--- src/rtl/data_mem_access_ctrl.sv ---
// Load/store initiator for dataMemory: byte/half/word access, sign/zero extension, read-modify-write.
// Optional misalignment error response is enabled by defining MEM_ALIGN_CHECK_EN.
module data_mem_access_ctrl #(
   parameter int READ_LAT = 1
) (
   input  logic        Clk,
   input  logic        Rst,
   input  logic        reqValid,
   output logic        reqReady,
   input  logic        reqWrite,
   input  logic [1:0]  reqSize,
   input  logic        reqUnsigned,
   input  logic [31:0] reqAddr,
   input  logic [31:0] reqWData,
   output logic        rspValid,
   output logic [31:0] rspRData,
   output logic        rspErr,
   output logic [31:0] memAddr,
   output logic [31:0] memWriteData,
   output logic        memRead,
   output logic        memWrite,
   output logic        memWriteEnable,
   input  logic [31:0] memReadData,
   output logic [2:0]  dbgState
);
   // Handshake: a request transfers on a rising edge where reqValid && reqReady; reqReady is high
   // only in IDLE (and low while Rst is asserted), so one transaction is in flight at a time.
   typedef enum logic [2:0] {
      S_IDLE      = 3'd0,
      S_RD        = 3'd1,
      S_WR_SETUP  = 3'd2,
      S_WR_COMMIT = 3'd3,
      S_RSP       = 3'd4
   } state_t;

   localparam int CW = (READ_LAT > 1) ? $clog2(READ_LAT) : 1;

   state_t          r_state;
   state_t          w_next;
   logic            r_write;
   logic [1:0]      r_size;
   logic            r_unsigned;
   logic [31:0]     r_addr;
   logic [31:0]     r_wword;
   logic [31:0]     r_rdata;
   logic            r_err;
   logic [CW-1:0]   r_cnt;
   logic            w_accept;
   logic            w_misaligned;
   logic            w_rd_done;

   function automatic logic [31:0] f_extract(input logic [31:0] word, input logic [1:0] size,
                                             input logic [1:0] lane, input logic uns);
      logic [7:0]  b;
      logic [15:0] h;
      b = word[{lane, 3'b000} +: 8];
      h = word[{lane[1], 4'b0000} +: 16];
      case (size)
         2'b00:   f_extract = uns ? {24'h0, b} : {{24{b[7]}}, b};
         2'b01:   f_extract = uns ? {16'h0, h} : {{16{h[15]}}, h};
         default: f_extract = word;
      endcase
   endfunction

   function automatic logic [31:0] f_merge(input logic [31:0] word, input logic [15:0] data,
                                           input logic [1:0] size, input logic [1:0] lane);
      logic [31:0] m;
      m = word;
      if (size == 2'b00) m[{lane, 3'b000} +: 8] = data[7:0];
      else               m[{lane[1], 4'b0000} +: 16] = data;
      return m;
   endfunction

   assign w_accept  = reqValid && reqReady;
   assign w_rd_done = (r_state == S_RD) && (r_cnt == CW'(READ_LAT - 1));

`ifdef MEM_ALIGN_CHECK_EN
   assign w_misaligned = ((reqSize == 2'b01) && reqAddr[0]) ||
                         (reqSize[1] && (reqAddr[1:0] != 2'b00));
`else
   assign w_misaligned = 1'b0;
`endif

   always_ff @(posedge Clk or posedge Rst) begin
      if (Rst) r_state <= S_IDLE;
      else     r_state <= w_next;
   end

   always_comb begin
      w_next = r_state;
      case (r_state)
         S_IDLE: begin
            if (w_accept) begin
               if (w_misaligned)                w_next = S_RSP;
               else if (reqWrite && reqSize[1]) w_next = S_WR_SETUP;
               else                             w_next = S_RD;
            end
         end
         S_RD:        if (w_rd_done) w_next = r_write ? S_WR_SETUP : S_RSP;
         S_WR_SETUP:  w_next = S_WR_COMMIT;
         S_WR_COMMIT: w_next = S_RSP;
         S_RSP:       w_next = S_IDLE;
         default:     w_next = S_IDLE;
      endcase
   end

   always_comb begin
      reqReady       = (r_state == S_IDLE) && !Rst;
      memRead        = (r_state == S_RD);
      memWrite       = (r_state == S_WR_SETUP) || (r_state == S_WR_COMMIT);
      memWriteEnable = (r_state == S_WR_COMMIT);
      rspValid       = (r_state == S_RSP);
      rspRData       = (r_state == S_RSP) ? r_rdata : 32'h0;
      rspErr         = (r_state == S_RSP) && r_err;
      memAddr        = (r_state == S_IDLE) ? 32'h0 : {2'b00, r_addr[31:2]};
      memWriteData   = (r_state == S_IDLE) ? 32'h0 : r_wword;
      dbgState       = r_state;
   end

   // Sub-word stores reuse the RD phase; the merged word replaces the right-justified store data.
   always_ff @(posedge Clk or posedge Rst) begin
      if (Rst) begin
         r_write    <= 1'b0;
         r_size     <= 2'b00;
         r_unsigned <= 1'b0;
         r_addr     <= 32'h0;
         r_wword    <= 32'h0;
         r_rdata    <= 32'h0;
         r_err      <= 1'b0;
         r_cnt      <= '0;
      end else if (w_accept) begin
         r_write    <= reqWrite;
         r_size     <= reqSize;
         r_unsigned <= reqUnsigned;
         r_addr     <= reqAddr;
         r_wword    <= reqWrite ? reqWData : 32'h0;
         r_rdata    <= 32'h0;
         r_err      <= w_misaligned;
         r_cnt      <= '0;
      end else if (r_state == S_RD) begin
         if (!w_rd_done)   r_cnt   <= r_cnt + CW'(1);
         else if (r_write) r_wword <= f_merge(memReadData, r_wword[15:0], r_size, r_addr[1:0]);
         else              r_rdata <= f_extract(memReadData, r_size, r_addr[1:0], r_unsigned);
      end
   end
endmodule

--- config.mk ---
export PLATFORM = sky130hd
export DESIGN_NAME = data_mem_access_ctrl
export DESIGN_NICKNAME = d
export VERILOG_FILES = /design/src/rtl/data_mem_access_ctrl.sv
export SDC_FILE = /design/constraint.sdc
export NUM_CORES = 1
export LEC_CHECK = 0
export ABC_CLOCK_PERIOD_IN_PS = 10900
export CAP_MARGIN = 30
export CORE_MARGIN = 3
export CORE_UTILIZATION = 50
export CTS_BUF_LIST = sky130_fd_sc_hd__clkbuf_16
export CTS_CLUSTER_SIZE = 20
export DETAILED_ROUTE_END_ITERATION = 16
export PLACE_DENSITY_LB_ADDON = 0.12
export SETUP_SLACK_MARGIN = 0.02
export SLEW_MARGIN = 30
export SYNTH_ARGS = -nofsm -noshare
export SYNTH_HDL_FRONTEND = slang
export SYNTH_SLANG_ARGS = --single-unit
--- constraint.sdc ---
create_clock -name Clk -period 10.9 [get_ports Clk]
set_clock_uncertainty 0.2 [all_clocks]
set_input_delay 3.27 -clock Clk [delete_from_list [all_inputs] [get_ports Clk]]
set_output_delay 3.27 -clock Clk [all_outputs]
set_load 0.02 [all_outputs]
==> out/metrics.cfg <==
[timing]
slew_headroom_pct = 37.8
hold_viol = 0
worst_hold_slack_ps = 268
worstMarginPinSlew_ps = 933
rsz0062_at_grt = false
setup_slack_ps = 2920
setup_viol = 0
max_freq_mhz = 125
fin_crit_ps = 7980
final_max_slew_viol_count = 0
fin_crit_sh_pct = 73.2
tns_ps = 0

[pwr]
power_density_mw_per_mm2 = 282
p_comb_share_pct = 57.4
p_int_uw = 1330
clkPwrFrac_pct = 12.9
p_sw_share_pct = 43.3
vdd_drop_max_mv = 0.157
p_leak_uw = 0.00361
switchingPower_uw = 1020
power_frac_seq_pct = 29.7

[logic_synthesis]
ys.flop_type = dfrtp_1
yosysMostFrequentCell = nand2_1
yosys.area.top_type_share_pct = 43.5
synth-async-reset-ratio_pct = 100
synth_cell_type_count = 55
yosysWarnings = 0
synth_common_cells = 106 x nand2_1, 104 x dfrtp_1, 94 x and2_1
synth.area.top_cells = dfrtp_1 43%, and2_1 9.8%, nand2_1 6.6%, a221o_1 4.0%, mux2_2 3.2%
synth-seq-area-share_pct = 43.5
ys_seq_elements = 104
syn_area_mm2 = 0.00598
syn_inst = 632
yosysTopAreaCell = dfrtp_1
avgSynthCellArea_um2 = 9.47
synth-edff-count = 0

[floorplan]
start_util_pct = 51.7
num_rows = 39
io_pins = 208
dieArea_mm2 = 0.0133
die_y_um = 115
core_mm2 = 0.0116
die_x_um = 115

[cts]
clockBufferDepth = 2
postCtsSetupRepairBufs = 0
cts_tree = done
h-tree-depth = 3
clk_latency_ps = 350
cts.clk_slew.worst_paths_ps = 70
cts_made_buffers = 9
cts_resized = 0
clock-sinks = 104
clock-root-buffer = clkbuf_16
cts_hold_buf = 0

[finish]
fin_nets = 912
n_antenna_cell = 0
drive_above_1_share_pct = 7.91
syn_to_final_growth_pct = 39.0
nFillCells = 886
fin_area_mm2 = 0.00832

[global_routing]
grt_pass1_vias = 5721
grt_max_degree = 66
grt_pass1_wl_um = 30300
grtUsageTotal_pct = 29.4
overflow = 0
grt_antenna_before_repair = 0

[detailed_routing]
wl_per_cell_um = 20.3
vias = 5680
viasPerCell = 5.97
drc = 0
first_pass_iters = 6
wl_um = 19300
drt_iter0_drc = 475
ant_nets = 0

[setup_path]
cp.arrival_ps = 4510
critical_path_class = primary input to output pin
crit_required_ps = 7430
crit_fanout = 4
start_kind = primary input
end_kind = output pin

[job]
maxCapViolations = 0

[run_status]
status = completed

[place]
port_buffers = 204
hpwl_um = 14200
dp_slack_ps = 2920
place_congestion = 0.904
dpl_cell_area_mm2 = 0.00804

[worst_hold_path]
hold_class = register to register

power by group through the flow:
stage / clock, uW / sequential [uW] / combinational (uW)
4_1_cts: 305 / 691 / 1350
5_1_grt: 325 / 715 / 1460
3_5_place_dp: 0 / 694 / 1340
2_1_floorplan: 0 / 626 / 903
6_report: 303 / 697 / 1350
3_3_place_gp: 0 / 686 / 1310
critical path, cell delays in order:
cell and delay (ps):
clkdlybuf4s50_1 490, nor2_1 130, clkdlybuf4s50_1 610
kinds of logic (layout without fill, tap and decap cells):
group	after synthesis	count (layout)	share of synthesized area, %
flip-flops	104	104	43.5
adder cells (fa/ha/maj)	5	5	1.05
multiplexers	27	27	5.54
buffers and inverters	58	233	4.54
other	1	3	0.0627
AND/OR/NAND/NOR	270	270	23.7
AO/OA/AOI/OAI	167	167	21.6
cells in the final DEF, fill, tap and decap left out, types with 9 or more instances in the layout:
cell type        count
nand3_1             10
nand2_1            106
clkdlybuf4s50_1    204
nor3_1              10
nand2b_1            12
a21oi_1             33
and2_1              94
mux2_2              17
a221o_1             24
o21ai_0             29
a22o_1              16
dfrtp_1            103
a32o_1               9
clkbuf_16            9
nor2_1              13
area by class of cell:
class / instances / area [um2] / share of cell area, %
clock buffer: 9 / 225 / 2.71
timing repair buffer: 212 / 2100 / 25.2
multi-input combinational: 472 / 3140 / 37.7
sequential: 104 / 2600 / 31.3
clock inverter: 7 / 50.0 / 0.602
inverter: 5 / 22.5 / 0.271
tap: 143 / 179 / 2.15
worst paths after layout:
| path | cells after the start | to | startpoint | slack (ps) |
|---|---|---|---|---|
| min | 2 | r_addr[31]$_DFFE_PP0P_ | r_addr[31]$_DFFE_PP0P_ | 270 |
| min reg2reg | 2 | r_addr[31]$_DFFE_PP0P_ | r_addr[31]$_DFFE_PP0P_ | 270 |
| min in group asynchronous | 2 | r_wword[11]$_DFFE_PP0P_ | Rst | 3240 |
| max in group asynchronous | 3 | r_wword[2]$_DFFE_PP0P_ | Rst | 6150 |
| max reg2reg | 6 | r_wword[26]$_DFFE_PP0P_ | r_addr[1]$_DFFE_PP0P_ | 7610 |
| max | 3 | reqReady | Rst | 2920 |
state kept, by name, indices dropped and copies added (netlist names):
register    count
r_wword        32
dbgState        3
r_rdata        32
r_write         1
r_addr         32
r_cnt           1
r_unsigned      1
r_size          2
stage by stage:
| step | std cells | total power (uW) | utilization [%] |
|---|---|---|---|
| finish | 952 | 2350 | 71.9 |
| global route | 952 | 2500 | 71.9 |
| floorplan | 634 | 1530 | - |
| global placement | 935 | 2000 | 69.4 |
| CTS | 952 | 2350 | 71.9 |
| detailed placement | 936 | 2040 | 69.5 |
per-layer routing:
layer	GRT usage (%)	up-vias	part of all wire, %
met5	0	-	0
met4	12.8	0	3.8
met2	46.5	306	48
li1	-	2595	-
met1	37.4	2723	39
met3	9.11	56	9.0
No activity file was read; power rests on OpenSTA's default activity.
